<file path="src/rtl/pc_seq_pkg.sv">
// Shared types and default sizing for the PC sequencer.
// The state encoding is fixed at 3 bits so that unused codes exist and can be recovered.
package pc_seq_pkg;

  localparam int DEF_ADDR_W       = 8;
  localparam int DEF_LANES        = 4;
  localparam int DEF_LANE_W       = 2;
  localparam int DEF_FLUSH_CYCLES = 1;

  typedef enum logic [2:0] {
    IDLE   = 3'd0,
    RUN    = 3'd1,
    SCALAR = 3'd2,
    FLUSH  = 3'd3,
    HALTED = 3'd4
  } state_t;

endpackage

</file>
<file path="src/rtl/pc_sequencer.sv">
// Control sequencer that drives the program counter each cycle.
// It issues vector ops, walks scalar ops across lanes, redirects on taken branches, and handles stall and halt.
module pc_sequencer
  import pc_seq_pkg::*;
#(
  parameter int ADDR_W       = DEF_ADDR_W,
  parameter int LANES        = DEF_LANES,
  parameter int LANE_W       = DEF_LANE_W,
  parameter int FLUSH_CYCLES = DEF_FLUSH_CYCLES
) (
  input  logic              clk,
  input  logic              reset,
  input  logic              start,
  input  logic              stall,
  input  logic              instr_valid,
  input  logic              instr_is_vector,
  input  logic              instr_is_branch,
  input  logic              branch_taken,
  input  logic [ADDR_W-1:0] branch_target,
  input  logic              instr_is_halt,
  output logic              pc_vector,
  output logic [LANE_W-1:0] pc_offset,
  output logic              pc_jump_enable,
  output logic [ADDR_W-1:0] pc_jump_address,
  output logic              issue_valid,
  output logic              issue_all_lanes,
  output logic [LANE_W-1:0] issue_lane,
  output logic              busy,
  output logic              halted,
  output logic [7:0]        instr_count
);

  localparam int FLUSH_W = (FLUSH_CYCLES > 2) ? $clog2(FLUSH_CYCLES) : 1;

  state_t              state_q, state_d;
  logic [LANE_W-1:0]   lane_cnt_q, lane_cnt_d;
  logic [FLUSH_W-1:0]  flush_cnt_q, flush_cnt_d;
  logic [7:0]          instr_count_q, instr_count_d;

  always_comb begin
    state_d         = state_q;
    lane_cnt_d      = lane_cnt_q;
    flush_cnt_d     = flush_cnt_q;
    instr_count_d   = instr_count_q;
    pc_vector       = 1'b0;
    pc_offset       = lane_cnt_q;
    pc_jump_enable  = 1'b0;
    pc_jump_address = '0;
    issue_valid     = 1'b0;
    issue_all_lanes = 1'b0;
    issue_lane      = '0;

    // A stall freezes everything; lane_cnt still reaches pc_offset so the datapath keeps its lane.
    if (!stall) begin
      unique case (state_q)
        IDLE: begin
          if (start) state_d = RUN;
        end
        RUN: begin
          if (instr_valid) begin
            if (instr_is_halt) begin
              instr_count_d = instr_count_q + 8'd1;
              state_d       = HALTED;
            end else if (instr_is_branch && branch_taken) begin
              pc_jump_enable  = 1'b1;
              pc_jump_address = branch_target;
              instr_count_d   = instr_count_q + 8'd1;
              flush_cnt_d     = FLUSH_W'(FLUSH_CYCLES - 1);
              state_d         = FLUSH;
            end else if (instr_is_branch) begin
              pc_vector     = 1'b1;
              instr_count_d = instr_count_q + 8'd1;
            end else if (instr_is_vector) begin
              issue_valid     = 1'b1;
              issue_all_lanes = 1'b1;
              pc_vector       = 1'b1;
              instr_count_d   = instr_count_q + 8'd1;
            end else begin
              issue_valid = 1'b1;
              if (LANES == 1) begin
                pc_vector     = 1'b1;
                instr_count_d = instr_count_q + 8'd1;
              end else begin
                lane_cnt_d = LANE_W'(1);
                state_d    = SCALAR;
              end
            end
          end
        end
        SCALAR: begin
          issue_valid = 1'b1;
          issue_lane  = lane_cnt_q;
          if (lane_cnt_q == LANE_W'(LANES - 1)) begin
            pc_vector     = 1'b1;
            instr_count_d = instr_count_q + 8'd1;
            lane_cnt_d    = '0;
            state_d       = RUN;
          end else begin
            lane_cnt_d = lane_cnt_q + 1'b1;
          end
        end
        FLUSH: begin
          if (flush_cnt_q == '0) state_d = RUN;
          else                   flush_cnt_d = flush_cnt_q - 1'b1;
        end
        HALTED: ;
        default: state_d = IDLE;
      endcase
    end
  end

  always_comb begin
    busy        = (state_q != IDLE) && (state_q != HALTED);
    halted      = (state_q == HALTED);
    instr_count = instr_count_q;
  end

  always_ff @(posedge clk or posedge reset) begin
    if (reset) begin
      state_q       <= IDLE;
      lane_cnt_q    <= '0;
      flush_cnt_q   <= '0;
      instr_count_q <= '0;
    end else begin
      state_q       <= state_d;
      lane_cnt_q    <= lane_cnt_d;
      flush_cnt_q   <= flush_cnt_d;
      instr_count_q <= instr_count_d;
    end
  end

endmodule

</file>
<file path="config.mk">
export PLATFORM = sky130hd
export DESIGN_NAME = pc_sequencer
export DESIGN_NICKNAME = d
export VERILOG_FILES = /design/src/rtl/pc_seq_pkg.sv /design/src/rtl/pc_sequencer.sv
export SDC_FILE = /design/constraint.sdc
export NUM_CORES = 1
export LEC_CHECK = 0
export BUFFER_PORTS_ARGS = -buffer_cell sky130_fd_sc_hd__buf_2
export CORE_MARGIN = 1
export CORE_UTILIZATION = 48
export CTS_BUF_LIST = sky130_fd_sc_hd__clkbuf_16
export DETAILED_ROUTE_END_ITERATION = 6
export GPL_ROUTABILITY_DRIVEN = 0
export PLACE_DENSITY_LB_ADDON = 0.3
export SYNTH_ARGS = -nofsm -noshare
export SYNTH_HDL_FRONTEND = slang
export SYNTH_SLANG_ARGS = --single-unit
</file>
<file path="constraint.sdc">
create_clock -name clk -period 4.75 [get_ports clk]
set_input_delay 0.2375 -clock clk [delete_from_list [all_inputs] [get_ports clk]]
set_output_delay 0.2375 -clock clk [all_outputs]
set_load 0.03 [all_outputs]
</file>
Word-level counts from Yosys, hierarchy flattened

Index checks and enable logic that the tools add are counted.

Add/subtract/negate cells: 3
Eq/ne operators: 18
Muxes and demuxes: 60
Bitwise operators: 2
Reduce and logical (&&, ||, !) cells: 10

Operator list:

| kind                | count |
|---|---|
| $mux 8              | 11 |
| $mux 1              | 27 |
| $mux 3              | 8 |
| $ne 2x2->1 const B  | 9 |
| $mux 2              | 8 |
| $pmux 8 s2          | 1 |
| $pmux 3 s5          | 1 |
| $reduce_and 5->1    | 2 |
| $add 8x1->8 const B | 1 |
| $ne 4x4->1 const B  | 2 |
| $reduce_and 8->1    | 1 |
| $reduce_and 7->1    | 1 |
| $eq 3x2->1 const B  | 2 |
| $pmux 1 s2          | 3 |
| $ne 5x5->1 const B  | 1 |
| $pmux 2 s2          | 1 |
| $reduce_bool 2->1   | 2 |
| $eq 3x1->1 const B  | 1 |
| $eq 3x3->1 const B  | 1 |
| $logic_not 3->1     | 1 |
| $ne 3x3->1 const B  | 1 |
| $reduce_bool 3->1   | 1 |
| $add 2x1->2 const B | 1 |
| $eq 2x2->1 const B  | 1 |
| other kinds (3)     | 5 |

Flip-flop bits (word level): 14
Bits of input ports: 17
Output and inout bits: 26
Word-level logic and storage cells: 97

Depth between registers and ports, before layout

Depth in word-level cells: 7
Mapped depth: 5

Least setup slack after synthesis

OpenSTA, ideal clock, no wires.

Kind: register -> output
From: reg state_q[0]
To: out pc_jump_address[0]
Arrival: 1.874 ns
Data required time: 4.513 ns
Setup slack: 2.638 ns
Cell stages (with the launch flop): 5
Buffers on the path: 0
Cells stage by stage: dfrtp_1 > nor2b_1 > nand4b_1 > nor2_1 > and2_1

Cells in the longest elaborated chain, start to end: 3

Ends and longest elaborated chain:

| element                  | RTL line            | source |
|---|---|---|
| start: declaration       | pc_sequencer.sv:35  | `state_t state_q, state_d;` |
| start signal: assignment | pc_sequencer.sv:125 | `state_q <= state_d;` |
| $eq 3x1->1               | pc_sequencer.sv:55  | `unique case (state_q)` |
| $mux 8                   | pc_sequencer.sv:55  |  |
| $mux 8                   | pc_sequencer.sv:54  | `if (!stall) begin` |
| end: declaration         | pc_sequencer.sv:24  | `output logic [ADDR_W-1:0] pc_jump_address,` |

No other way between the ends.

Worst setup path in the final report

From: reg state_q[0]
To: out pc_jump_address[5]

Same word-level chain as after synthesis.

==> results.sh <==
export IMPL_status="finished, final reports clean"
export IMPL_fin_crit_sh=0.479
export IMPL_setup_viol=0
export IMPL_grt_overflow=0
export IMPL_vias=868
export IMPL_layout_nets=162
export IMPL_start_util=0.513
export IMPL_antenna_found_initial=0
export IMPL_busiest_layer="met2"
export IMPL_rsz0062_at_grt="false"
export IMPL_vias_per_cell=5.20
export IMPL_slew_headroom=0.675
export IMPL_hpwl_um=1670
export IMPL_max_cap_violations=0
export IMPL_grt_max_degree=14
export IMPL_max_freq_mhz=440
export IMPL_hold_path_class="in -> async"
export IMPL_clockRootBuffer="clkbuf_16"
export IMPL_grt_use_met2=0.417
export IMPL_synth_nets=116
export IMPL_port_buffers=42
export IMPL_irDropWorstVdd_v=0.000356
export IMPL_syn_cell_area_um2=896
export IMPL_use_met1=0.284
export IMPL_yosysTopAreaCell="dfrtp_1"
export IMPL_critPathCaptureType="output pin"
export IMPL_yosys_top_cells_area="dfrtp_1 36%, xnor2_1 6.8%, and2_1 6.3%, nor2_1 4.2%, a2111oi_4 3.1%"
export IMPL_clk_pin_slew_ns=0.04
export IMPL_cts_tree="yes"
export IMPL_drtAntennaViolNets=0
export IMPL_htree_levels=1
export IMPL_fin_skew_ns=0.000582
export IMPL_synthTopCellsByCount="13 x dfrtp_1, 10 x nor2_1, 9 x and2_1"
export IMPL_tightest_slew_ns=0.487
export IMPL_powerDensity_nw_per_um2=564
export IMPL_synthFlopType="dfrtp_1"
export IMPL_drtIter0Drc=32
export IMPL_wl_per_cell_um=12.8
export IMPL_clock_sinks=13
export IMPL_yosysWarnings=0
export IMPL_worstPathRequired_ns=4.51
export IMPL_drt_first_pass_iters=4
export IMPL_yosysTopAreaCellShare=0.363
export IMPL_area_growth_pct=35.2
export IMPL_insertion_delay_ns=0.24
export IMPL_crit_arrival_ns=2.04
export IMPL_finalWirelength_um=2150
export IMPL_die_y_um=45.2
export IMPL_die_area_um2=2040
export IMPL_chipWidth_um=45.2
export IMPL_drive_gt1_frac=0.352
export IMPL_fin_util=0.694
export IMPL_ioPinCount=43
export IMPL_fp_row_count=15
export IMPL_critPathLaunchType="flop"
export IMPL_critPathMaxFanout=9
export IMPL_grt_pass1_vias=799
export IMPL_synth_edf_count=0
export IMPL_ys_types=32
export IMPL_clk_path_buf_depth=2
export IMPL_postCtsSetupRepairBufs=0
export IMPL_fin_crit_ns=2.28
export IMPL_crit_type="reg -> out"
export IMPL_num_antenna_cells=0
export IMPL_slew_viol_final=0
export IMPL_hold_viol_final=0
export IMPL_fillers=165
export IMPL_async_flop_share=1.00
export IMPL_grt_usage=0.238
export IMPL_core_area_um2=1750
export IMPL_synth_most_common_cell="dfrtp_1"
export IMPL_synth_seq_area_share=0.363
export IMPL_cts_resized=0
export IMPL_use_met3=0.0720
export IMPL_cts_buffers=3
export IMPL_finalSetupTns_ns=0
export IMPL_p_leak_nw=0.597
export IMPL_synth_seq_cells=13
export IMPL_avgSynthCellArea_um2=9.24
export IMPL_grt_pass1_wl_um=3440
export IMPL_drc=0
export IMPL_postCtsHoldBufs=0
export IMPL_synthesis_instances=97
## kinds of logic after synthesis
family          share of synthesized area
simple gates                        0.339
compound gates                      0.141
flops                               0.363
xor+xnor                           0.0684
buf+inv                            0.0182
mux                                0.0419
fa+ha+maj                          0.0279
## routing by layer
metal / vias up / wire length [um]
met5: - / 0
met4: 0 / 19
met3: 4 / 131
met2: 35 / 1070
met1: 394 / 926
li1: 435 / -
## area by class of cell
class / instances / area (um2) / share of cell area
timing repair buffer: 42 / 210 / 0.174
multi-input combinational: 80 / 554 / 0.458
clock inverter: 1 / 3.75 / 0.00310
inverter: 3 / 11.3 / 0.00930
tap: 25 / 31.3 / 0.0258
clock buffer: 3 / 75.1 / 0.0620
sequential: 13 / 325 / 0.269
## state kept, by name (all words and copies together) (netlist names)
name,cells
state_q,3
pc_offset,2
instr_count,8
## power by group
group | internal, mW | switching [mW]
Sequential | 0.150 | 0.0541
Combinational | 0.118 | 0.206
Clock | 0.111 | 0.0438
Total | 0.379 | 0.304
## worst paths after layout
path | from | endpoint | cells past startpoint | slack (ns)
setup / recovery | state_q[0]$_DFFE_PP0P_ | pc_jump_address[5] | 5 | 2.47
max in group asynchronous | reset | instr_count[3]$_DFFE_PP0P_ | 2 | 4.41
hold / removal | reset | instr_count[1]$_DFFE_PP0P_ | 2 | 0.009
min in group clk | instr_is_halt | state_q[2]$_DFFE_PP0P_ | 3 | 0.32
setup reg to reg | state_q[0]$_DFFE_PP0P_ | pc_offset[0]$_DFFE_PP0P_ | 4 | 2.85
hold reg to reg | instr_count[7]$_DFFE_PP0P_ | instr_count[7]$_DFFE_PP0P_ | 1 | 0.46
## per-stage QoR
step	total power [mW]	cells	setup slack, ns	hold WS [ns]	area (um2)
5_1_grt	0.726	167	2.30	0.0663	1210
3_3_place_gp	0.513	163	2.87	0.281	1130
4_1_cts	0.687	167	2.50	0.0240	1210
3_5_place_dp	0.527	163	2.79	0.283	1130
6_report	0.683	167	2.47	0.00937	1210
2_1_floorplan	0.438	97	2.64	0.114	896
## layout by cell type (no fill, tap or decap), drive strengths merged
| master | n |
|---|---|
| or2b | 1 |
| a2111oi | 2 |
| nor2 | 10 |
| nor3b | 2 |
| dfrtp | 13 |
| xnor2 | 7 |
| nor2b | 3 |
| and4 | 1 |
| a22oi | 1 |
| nand2 | 7 |
| o221a | 1 |
| a21o | 1 |
| or4b | 1 |
| ha | 2 |
| nand4 | 1 |
| inv | 4 |
| o21a | 1 |
| clkbuf | 3 |
| buf | 42 |
| mux2 | 3 |
| and3 | 2 |
| nand3b | 2 |
| nand4b | 3 |
| nand3 | 5 |
| o32a | 1 |
| nor3 | 2 |
| nand2b | 4 |
| and2 | 9 |
| o21ai | 7 |
| a21oi | 1 |
## critical path, stage by stage, from the launching register on
cell and delay, ns:
dfrtp_1 0.41, nor2b_1 0.43, nand4b_1 0.21, nor2_1 0.35
and2_1 0.20, buf_2 0.21
No activity file was read; power rests on OpenSTA's default activity.
